[config.mk]
export PLATFORM = sky130hd
export DESIGN_NAME = uart_tx_serializer
export DESIGN_NICKNAME = d
export VERILOG_FILES = /design/src/rtl/uart_tx_serializer.sv
export SDC_FILE = /design/constraint.sdc
export NUM_CORES = 1
export LEC_CHECK = 0
export CAP_MARGIN = 20
export CELL_PAD_IN_SITES_DETAIL_PLACEMENT = 0
export CELL_PAD_IN_SITES_GLOBAL_PLACEMENT = 2
export CORE_MARGIN = 2
export CORE_UTILIZATION = 32
export CTS_BUF_LIST = sky130_fd_sc_hd__clkbuf_4 sky130_fd_sc_hd__clkbuf_8 sky130_fd_sc_hd__clkbuf_16
export DETAILED_ROUTE_END_ITERATION = 10
export PLACE_DENSITY_LB_ADDON = 0.12
export SLEW_MARGIN = 10
export SYNTH_ARGS = -nofsm -noshare
export SYNTH_HDL_FRONTEND = slang
export SYNTH_SLANG_ARGS = --single-unit
[constraint.sdc]
create_clock -name clk -period 2.15 [get_ports clk]
set_clock_uncertainty 0.2 [all_clocks]
set_input_delay 0.645 -clock clk [delete_from_list [all_inputs] [get_ports clk]]
set_output_delay 0.645 -clock clk [all_outputs]
set_load 0.005 [all_outputs]
[src/rtl/uart_tx_serializer.sv]
`default_nettype none
// ---------------------------------------------------------------------------
// uart_tx_serializer : 8N1 UART transmit serializer (start, 8 data LSB first, stop)
// Revision 1.0 - initial release
// ---------------------------------------------------------------------------
module uart_tx_serializer #(
   parameter int CLKS_PER_BIT = 100,
   parameter int CNT_W        = $clog2(CLKS_PER_BIT)
) (
   input  logic       clk,
   input  logic       nRst,
   input  logic [7:0] tx_data,
   input  logic       tx_valid,
   output logic       tx_ready,
   output logic       tx_serial,
   output logic       tx_busy,
   output logic       tx_done
);

   typedef enum logic [1:0] {
      ST_IDLE  = 2'd0,
      ST_START = 2'd1,
      ST_DATA  = 2'd2,
      ST_STOP  = 2'd3
   } state_t;

   localparam logic [CNT_W-1:0] CNT_LAST = CNT_W'(CLKS_PER_BIT - 1);

   state_t           state_q, state_d;
   logic [CNT_W-1:0] cnt_q, cnt_d;
   logic [2:0]       idx_q, idx_d;
   logic [7:0]       shift_q, shift_d;
   logic             serial_q, serial_d;
   logic             done_q, done_d;
   logic             bit_end;

   always_comb begin
      state_d  = state_q;
      cnt_d    = cnt_q;
      idx_d    = idx_q;
      shift_d  = shift_q;
      done_d   = 1'b0;
      serial_d = 1'b1;
      bit_end  = (cnt_q == CNT_LAST);

      if (state_q != ST_IDLE) begin
         cnt_d = bit_end ? '0 : cnt_q + 1'b1;
      end

      case (state_q)
         ST_IDLE: begin
            cnt_d = '0;
            if (tx_valid) begin
               shift_d = tx_data;
               state_d = ST_START;
            end
         end
         ST_START: begin
            if (bit_end) begin
               state_d = ST_DATA;
               idx_d   = 3'd0;
            end
         end
         ST_DATA: begin
            if (bit_end) begin
               if (idx_q == 3'd7) begin
                  state_d = ST_STOP;
               end else begin
                  idx_d = idx_q + 3'd1;
               end
            end
         end
         ST_STOP: begin
            if (bit_end) begin
               state_d = ST_IDLE;
               done_d  = 1'b1;
            end
         end
         default: state_d = ST_IDLE;
      endcase

      // Line level is decoded from the next state so the flop shows it on entry.
      case (state_d)
         ST_START: serial_d = 1'b0;
         ST_DATA:  serial_d = shift_d[idx_d];
         default:  serial_d = 1'b1;
      endcase
   end

   always_ff @(posedge clk or negedge nRst) begin
      if (!nRst) begin
         state_q  <= ST_IDLE;
         cnt_q    <= '0;
         idx_q    <= 3'd0;
         shift_q  <= 8'd0;
         serial_q <= 1'b1;
         done_q   <= 1'b0;
      end else begin
         state_q  <= state_d;
         cnt_q    <= cnt_d;
         idx_q    <= idx_d;
         shift_q  <= shift_d;
         serial_q <= serial_d;
         done_q   <= done_d;
      end
   end

   assign tx_serial = serial_q;
   assign tx_busy   = (state_q != ST_IDLE);
   assign tx_ready  = ~tx_busy;
   assign tx_done   = done_q;

endmodule
`default_nettype wire

==> results.json, run 1 <==
{
  "place_inst": 195,
  "placed_cell_area_sq_um": 1600,
  "grt.busiest_layer": "met2",
  "fin_cells": 205,
  "setup_viol": 1,
  "drt_iter0_drc": 27,
  "fin_ws_ns": -0.256,
  "combPwrFrac_pct": 4.0,
  "fmax_mhz": 416,
  "violations": "setup timing",
  "antenna_found_initial": 0,
  "portBuffers": 14,
  "end_kind": "flop",
  "slowest_stage": "or4b_4",
  "hold_class": "flop to flop",
  "finalCriticalPeriod_ns": 2.41,
  "die_h_microns": 64.7,
  "via_count": 949,
  "synth-compound-area-share_pct": 12.3,
  "overflow": 0,
  "power_frac_clock_pct": 40.4,
  "critPathLaunchType": "flop",
  "synth-xor-area-share_pct": 3.72,
  "fin_crit_sh_pct": 112,
  "seqPwrFrac_pct": 55.6,
  "synth_ff_type": "dfrtp_1",
  "worstMarginPinSlew_ns": 0.304,
  "muxShareOfSynthArea_pct": 10.8,
  "num_rows": 22,
  "synth_edf_count": 0,
  "grt_usage_pct": 15.3,
  "ys_top_cells_by_area": "dfrtp_1 (45%), mux2_2 (9.6%), ha_1 (6.4%)",
  "gp_congestion": 0.820,
  "fin_area_sq_um": 1780,
  "drtPass1Iterations": 3,
  "start_util_pct": 32.7,
  "path_clk_slew_ns": 0.08,
  "place_hpwl_microns": 2080,
  "h-tree-depth": 1,
  "rsz0062_at_grt": "true",
  "grt_max_degree": 23,
  "crit_chain": "or4b_4 > o21ai_4 > a31oi_4 > nor2_4 > mux2_4 > a311oi_2 > a32oi_1",
  "power.total_w": 0.000743,
  "synth_top_family_by_area": "simple AND/OR/NAND/NOR gates",
  "hold_violations": 0,
  "syn_area_per_cell_sq_um": 11.2,
  "drt-wirelength-per-cell_microns": 13.5,
  "maxCapViolations": 0,
  "slew_headroom_pct": 79.5,
  "crit_type": "flop to flop",
  "synth.net_count": 122,
  "drive_above_1_share_pct": 45.9,
  "critical_path_buf_inv_count": 0,
  "yosysTopAreaCell": "dfrtp_1",
  "top_level_ports": 15,
  "use_met3_pct": 2.60,
  "wirelength_microns": 2770,
  "synth_top_area_share_pct": 44.6,
  "cts_root_buf": "clkbuf_8",
  "grt_pass1_vias": 1064,
  "worst_ir_drop_vdd_mv": 0.213,
  "worstPathMaxFanout": 5,
  "die_w_microns": 64.7,
  "cpLargestDelayFamily": "simple AND/OR/NAND/NOR gates",
  "max_stage_delay_ns": 0.55,
  "ys_warn_count": 0,
  "viasPerCell": 4.63,
  "synth-simple-area-share_pct": 17.4,
  "n_antenna_cell": 0,
  "clock_path_buffers": 2,
  "area_growth_pct": 51.3,
  "power_density_nw_per_um2": 417,
  "nFillCells": 345,
  "ys_types": 36,
  "clock-sinks": 22,
  "ys_seq_area_share_pct": 46.8,
  "grtUsageMet1_pct": 18.0,
  "p_leak_nw": 0.808,
  "grt_use_met2_pct": 28.0,
  "status": "finished with violations",
  "mappedNetlistArea_sq_um": 1180,
  "clk_latency_ns": 0.26,
  "ys_seq_elements": 22,
  "async_flop_share_pct": 100,
  "p_sw_share_pct": 20.0,
  "maxSlewViolCount": 0,
  "power.switching_w": 0.000149,
  "cts_tree": "built",
  "final_nets": 175,
  "p_int_w": 0.000595,
  "synth-adder-area-share_pct": 6.37,
  "grt_pass1_wl_microns": 4860,
  "ys_top_cells_by_count": "dfrtp_1 (21), nor2_1 (12), mux2_2 (10), inv_1 (8), nand2_1 (8)",
  "ant_nets": 0,
  "synth.most_common_cell": "dfrtp_1",
  "cp_data_required_time_ns": 2.13,
  "design.core.area_sq_um": 3610,
  "numCtsBuffers": 3,
  "dieArea_sq_um": 4180,
  "hold_slack_ns": 0.302,
  "arrival_ns": 2.38,
  "synth_cells": 105,
  "post-route-drc-count": 0,
  "post-place-ws_ns": -0.427
}
==> layout make-up <==
| type | instances | area (sq um) | area share, % |
|---|---|---|---|
| multi-input combinational | 75 | 666 | 37.3 |
| sequential | 22 | 552 | 30.9 |
| timing repair buffer | 48 | 420 | 23.6 |
| tap | 48 | 60.1 | 3.37 |
| clock buffer | 4 | 55.1 | 3.09 |
| inverter | 8 | 30.0 | 1.68 |
==> power groups by stage <==
stage               registers [W]  clock network [W]     logic, W
finish                   0.000413           0.000300    0.0000296
global placement         0.000422                  0    0.0000303
global route             0.000414           0.000333    0.0000329
floorplan                0.000422                  0  0.000000239
detailed placement       0.000422                  0    0.0000310
CTS                      0.000413           0.000316    0.0000312
==> stage by stage <==
stage / utilization [%] / setup TNS, ns
floorplan: - / -0.151
global placement: 44.4 / -0.436
detailed placement: 44.4 / -0.503
CTS: 49.0 / -0.270
global route: 49.4 / -0.410
finish: 49.4 / -0.256
==> per-layer routing <==
layer  part of all wire [%]  vias up  wire length [microns]
met3                    1.7        2                     48
met4                    1.2        0                     33
met2                     52        9                   1450
met5                      0        -                      0
met1                     45      465                   1240
li1                       -      473                      -
==> final timing paths <==
check / to / cells past startpoint / slack, ns / from
worst max register to register: tx_serial / 7 / -0.26 / cnt_q[2]
worst max-delay path: tx_serial / 7 / -0.26 / cnt_q[2]
min in group asynchronous: cnt_q[3] / 2 / 0.53 / nRst
worst min register to register: shift_q[1] / 1 / 0.30 / shift_q[1]
worst min-delay path: shift_q[1] / 1 / 0.30 / shift_q[1]
max in group asynchronous: tx_serial / 2 / 0.94 / nRst
==> placed cells by master (no fill, tap or decap), drive strengths merged, types with 2 or more instances in the layout <==
master         Yosys  routed
nor2              13      13
mux2              11      11
a21oi              3       3
ha                 6       6
dlygate4sd2        0       2
clkbuf             0       4
nand2              9       9
nand3              4       4
clkdlybuf4s50      0      12
nor3               2       2
dfrtp             21      21
xor2               2       2
xnor2              3       3
o21ai              5       5
inv                8       8
buf                0      34
==> flip-flops by register name (all words and copies together), names as in the netlist <==
| register | flops |
|---|---|
| tx_serial | 1 |
| shift_q | 8 |
| idx_q | 3 |
| state_q | 2 |
| cnt_q | 7 |
| tx_done | 1 |
==> kinds of logic after synthesis <==
| kind of cell | after synthesis |
|---|---|
| AND/OR/NAND/NOR | 35 |
| flip-flops | 22 |
| AO/OA/AOI/OAI | 18 |
| multiplexers | 11 |
| buffers and inverters | 8 |
| adder cells (fa/ha/maj) | 6 |
| XOR/XNOR | 5 |
==> what timing repair did <==
| action | in CTS | in global routing |
|---|---|---|
| hold buffers | 0 | 0 |
| resized for setup | 15 | 5 |
| endpoints found under the setup margin | 4 | 3 |
| endpoints found under the hold margin | 0 | 0 |
| cloned | 0 | 0 |
| buffers inserted | 6 | 0 |
| pin swaps | 9 | 2 |
(Power assumes the default switching activity.)
==> run 2: changes to the inputs <==
--- a/config.mk
+++ b/config.mk
@@ -8,7 +8,7 @@
 export CAP_MARGIN = 20
 export CELL_PAD_IN_SITES_DETAIL_PLACEMENT = 0
 export CELL_PAD_IN_SITES_GLOBAL_PLACEMENT = 2
-export CORE_MARGIN = 2
+export CORE_MARGIN = 10
 export CORE_UTILIZATION = 32
 export CTS_BUF_LIST = sky130_fd_sc_hd__clkbuf_4 sky130_fd_sc_hd__clkbuf_8 sky130_fd_sc_hd__clkbuf_16
 export DETAILED_ROUTE_END_ITERATION = 10
==> run 2 against run 1 <==
The run still ends with setup timing left. Register-to-register slack better by 0.02 ns. Critical path depth up 2. Global-route usage shrank 5.7 points. Die area increased by 56%. First-iteration DRC count rose by 30%. Cell count did not move. Highest routed layer unchanged.
==> results.json, run 2 (synthesis results as in run 1) <==
{
  "h-tree-depth": 1,
  "maxCapViolations": 0,
  "crit_type": "flop to flop",
  "ant_nets": 0,
  "violations": "setup timing",
  "mostFrequentLayoutCells": "buf_4 (36), dfrtp_1 (21), nor2_1 (11), clkdlybuf4s50_1 (11), mux2_2 (10)",
  "n_antenna_cell": 0,
  "drtPass1Iterations": 4,
  "critical_path_buf_inv_count": 2,
  "cpLargestDelayFamily": "simple AND/OR/NAND/NOR gates",
  "setup_viol": 2,
  "via_count": 972,
  "viasPerCell": 4.74,
  "drt_iter0_drc": 35,
  "die_w_microns": 80.7,
  "critPathLaunchType": "flop",
  "grt_pass1_vias": 1091,
  "end_kind": "flop",
  "post-route-drc-count": 0,
  "dieArea_sq_um": 6510,
  "clock_path_buffers": 2,
  "max_stage_delay_ns": 0.57,
  "portBuffers": 14,
  "crit_chain": "or4b_4 > o21ai_4 > buf_4 > nand2_1 > a21oi_2 > inv_2 > nor2_2 > a22oi_2 > a32oi_1",
  "worstMarginPinSlew_ns": 0.295,
  "post-place-ws_ns": -0.462,
  "largestRegisters": "shift_q x8, cnt_q x7, idx_q x3",
  "hold_violations": 0,
  "die_h_microns": 80.7,
  "rsz0062_at_grt": "true",
  "power.total_w": 0.000833,
  "antenna_found_initial": 0,
  "grt_pass1_wl_microns": 4910,
  "grt_max_degree": 23,
  "hold_buffers": 0,
  "worstPathMaxFanout": 3,
  "design.core.area_sq_um": 3440,
  "numCtsBuffers": 3,
  "path_clk_slew_ns": 0.08,
  "largest_reg_flops": 8,
  "slowest_stage": "or4b_4",
  "cts_root_buf": "clkbuf_8",
  "final_nets": 177,
  "area_growth_pct": 50.8,
  "fin_crit_sh_pct": 111,
  "cp_data_required_time_ns": 2.14,
  "final_core_util_pct": 51.7,
  "critPathLaunch": "cnt_q[4]",
  "fmax_mhz": 419,
  "gp_congestion": 0.793,
  "grt_usage_pct": 9.69,
  "power_density_nw_per_um2": 469,
  "regToRegSetupSlack_ns": -0.24,
  "final_common_cell": "buf_4",
  "rr_startpoint": "cnt_q[4]",
  "place_hpwl_microns": 2230,
  "worst_ir_drop_vdd_mv": 0.242,
  "clock-sinks": 22,
  "drive_above_1_share_pct": 45.3,
  "finalCriticalPeriod_ns": 2.39,
  "top_register": "shift_q",
  "clk_latency_ns": 0.27,
  "top_level_ports": 15,
  "fin_ws_ns": -0.236,
  "drt-wirelength-per-cell_microns": 14.2,
  "maxSlewViolCount": 0,
  "cts_tree": "built",
  "start_util_pct": 34.2,
  "wirelength_microns": 2920,
  "fin_area_sq_um": 1780,
  "nFillCells": 309,
  "num_rows": 21,
  "overflow": 0,
  "min_from": "shift_q[1]",
  "hold_class": "flop to flop",
  "status": "finished with violations",
  "slew_headroom_pct": 80.2,
  "placed_cell_area_sq_um": 1600,
  "arrival_ns": 2.38,
  "p_leak_nw": 0.821
}
-- run 2: cell types whose count changed in the layout (fill, tap and decap cells not counted), sizes merged --
cell	delta
buf	+2
bufinv	+1
clkbuf	-1
clkdlybuf4s15	+1
clkdlybuf4s50	-1
-- run 2: path summary, 6_finish.rpt --
kind                              end  depth (start not counted)
max in group asynchronous   tx_serial                          2
hold reg to reg            shift_q[1]                          1
min in group asynchronous     tx_done                          2
setup / recovery            tx_serial                          9
hold / removal             shift_q[1]                          1
setup reg to reg            tx_serial                          9
-- run 2: area by class of cell --
cell class                      count  area [sq um]  share of cell area (%)
Clock buffer                        3          41.3                    2.32
Tap cell                           46          57.6                    3.24
Multi-Input combinational cell     75           659                    37.1
Clock inverter                      1          30.0                    1.69
Inverter                            8          30.0                    1.69
Timing Repair Buffer               50           408                    22.9
Sequential cell                    22           552                    31.0
-- run 2: power by group --
part	switching (W)	leakage [nW]	internal [W]
Clock	0.000142	0.0357	0.000249
Combinational	0.0000112	0.501	0.0000171
Sequential	0	0.284	0.000413
-- run 2: timing repair --
action / 4_1_cts / 5_1_grt
resized for setup: 11 / 6
pin swaps: 2 / 3
hold endpoints to repair: 0 / 0
gates cloned: 0 / 0
buffers inserted: 4 / 2
setup endpoints to repair: 5 / 4
-- run 2: per-layer routing --
layer | vias to the layer above | track usage, % | wire, microns
met3 | 7 | 2.78 | 93
li1 | 479 | - | -
met2 | 17 | 17.7 | 1500
met4 | 0 | 3.98 | 78
met5 | - | 0 | 0
met1 | 469 | 10.1 | 1250
-- run 2: per-stage QoR --
| stage | TNS [ns] | hold slack, ns | instances |
|---|---|---|---|
| finish | -0.247 | 0.305 | 205 |
| global route | -0.563 | 0.329 | 205 |
| CTS | -0.297 | 0.308 | 203 |
| detailed placement | -0.566 | 0.287 | 195 |
| global placement | -0.559 | 0.276 | 195 |
| floorplan | -0.151 | 0.149 | 105 |
==> run 3: changes to the inputs <==
--- a/config.mk
+++ b/config.mk
@@ -8,7 +8,7 @@
 export CAP_MARGIN = 20
 export CELL_PAD_IN_SITES_DETAIL_PLACEMENT = 0
 export CELL_PAD_IN_SITES_GLOBAL_PLACEMENT = 2
-export CORE_MARGIN = 10
+export CORE_MARGIN = 5
 export CORE_UTILIZATION = 32
 export CTS_BUF_LIST = sky130_fd_sc_hd__clkbuf_4 sky130_fd_sc_hd__clkbuf_8 sky130_fd_sc_hd__clkbuf_16
 export DETAILED_ROUTE_END_ITERATION = 10
==> run 3 against run 2 <==
The run still ends with setup timing left. Die area fell by 23%. Utilization fell by 1.4 points. Routed wire length fell by 7.7%. Highest routed layer unchanged. Critical path depth did not move. Clock-buffer cell count rose by 1. Clock power fell by 29%. Global-route usage rose by 2.1 points. Register-to-register slack barely moved. Total power fell by 13%.
==> results.json, run 3 (synthesis results as in run 1) <==
{
  "p_leak_nw": 0.844,
  "numCtsBuffers": 3,
  "hold_buffers": 0,
  "status": "finished with violations",
  "via_count": 974,
  "cts_tree": "built",
  "placed_cell_area_sq_um": 1620,
  "n_antenna_cell": 0,
  "grt_pass1_vias": 1053,
  "worstMarginPinSlew_ns": 0.361,
  "critPathLaunchType": "flop",
  "overflow": 0,
  "slew_headroom_pct": 75.7,
  "hold_slack_ns": 0.301,
  "drt_iter0_drc": 18,
  "violations": "setup timing",
  "largestRegisters": "shift_q x8, cnt_q x7, idx_q x3",
  "mostFrequentLayoutCells": "buf_4 (34), dfrtp_1 (21), clkdlybuf4s50_1 (11)",
  "setup_viol": 1,
  "die_h_microns": 70.7,
  "wirelength_microns": 2700,
  "clock-sinks": 22,
  "post-route-drc-count": 0,
  "fin_ws_ns": -0.229,
  "cp_data_required_time_ns": 2.13,
  "drive_above_1_share_pct": 48.8,
  "viasPerCell": 4.68,
  "grt_pass1_wl_microns": 4770,
  "die_w_microns": 70.7,
  "clock_path_buffers": 2,
  "area_growth_pct": 53.6,
  "end_kind": "flop",
  "top_register": "shift_q",
  "dieArea_sq_um": 5000,
  "finalCriticalPeriod_ns": 2.38,
  "final_common_cell": "buf_4",
  "fin_area_sq_um": 1810,
  "drt-wirelength-per-cell_microns": 13.0,
  "place_hpwl_microns": 2080,
  "ant_nets": 0,
  "post-place-ws_ns": -0.435,
  "gp_congestion": 0.739,
  "worstPathMaxFanout": 5,
  "clk_latency_ns": 0.26,
  "h-tree-depth": 1,
  "num_rows": 22,
  "fmax_mhz": 420,
  "hold_violations": 0,
  "hold_class": "flop to flop",
  "design.core.area_sq_um": 3610,
  "crit_type": "flop to flop",
  "maxCapViolations": 0,
  "start_util_pct": 32.7,
  "maxSlewViolCount": 0,
  "grt_max_degree": 23,
  "power.total_w": 0.000721,
  "cts_root_buf": "clkbuf_8",
  "grt_usage_pct": 11.8,
  "path_clk_slew_ns": 0.07,
  "fin_crit_sh_pct": 111,
  "antenna_found_initial": 0,
  "power_density_nw_per_um2": 398,
  "final_core_util_pct": 50.2,
  "top_level_ports": 15,
  "arrival_ns": 2.36,
  "rsz0062_at_grt": "true",
  "drtPass1Iterations": 4,
  "portBuffers": 14,
  "largest_reg_flops": 8,
  "worst_ir_drop_vdd_mv": 0.183,
  "final_nets": 178
}
run 3: changes by cell type in the layout (fill, tap and decap cells not counted), sizes merged:
| cell | delta |
|---|---|
| buf | +1 |
| bufinv | -1 |
| clkbuf | +1 |
| clkdlybuf4s15 | -1 |
| dlymetal6s2s | +1 |
run 3: critical path, stage by stage (launching register included):
cell and delay (ns):
dfrtp_1 0.39, buf_4 0.15, nor4b_4 0.30, nand3_2 0.15, buf_6 0.16, o21ai_0 0.32, a2bb2oi_4 0.13, buf_4 0.16
a311oi_2 0.21, a32oi_1 0.13
run 3: timing repair:
item	4_1_cts	5_1_grt
endpoints found under the setup margin	5	4
setup buffers	6	0
pin swaps	5	9
gates resized for setup	13	12
run 3: cell type report:
| cell class | instances | area [sq um] |
|---|---|---|
| Fill cell | 349 | 1800 |
| Sequential cell | 22 | 552 |
| Clock buffer | 4 | 48.8 |
| Inverter | 8 | 30.0 |
| Tap cell | 48 | 60.1 |
| Timing Repair Buffer | 51 | 438 |
| Multi-Input combinational cell | 75 | 682 |
run 3: worst paths after layout:
check,slack (ns),cells past startpoint,end,from
min in group asynchronous,0.53,2,cnt_q[5],nRst
max,-0.23,9,tx_serial,cnt_q[3]
max reg2reg,-0.23,9,tx_serial,cnt_q[3]
min reg2reg,0.30,1,shift_q[4],shift_q[4]
max in group asynchronous,0.93,2,tx_serial,nRst
min,0.30,1,shift_q[4],shift_q[4]
run 3: metal layers:
layer	GRT usage, %	part of all wire [%]
met1	14.2	44
met2	20.5	51
met3	2.56	2.7
met4	4.80	2.0
met5	0	0
run 3: per-stage QoR:
step | cells | TNS, ns
finish | 208 | -0.229
global route | 208 | -0.355
CTS | 208 | -0.240
detailed placement | 198 | -0.470
global placement | 198 | -0.480
floorplan | 105 | -0.151
run 3: report_power, final:
part / internal (W) / switching, W / leakage (nW) / total, W
Clock: 0.000145 / 0.000133 / 0.0262 / 0.000278
Combinational: 0.0000183 / 0.0000118 / 0.533 / 0.0000300
Sequential: 0.000414 / 0 / 0.284 / 0.000414
Total: 0.000576 / 0.000145 / 0.844 / 0.000721
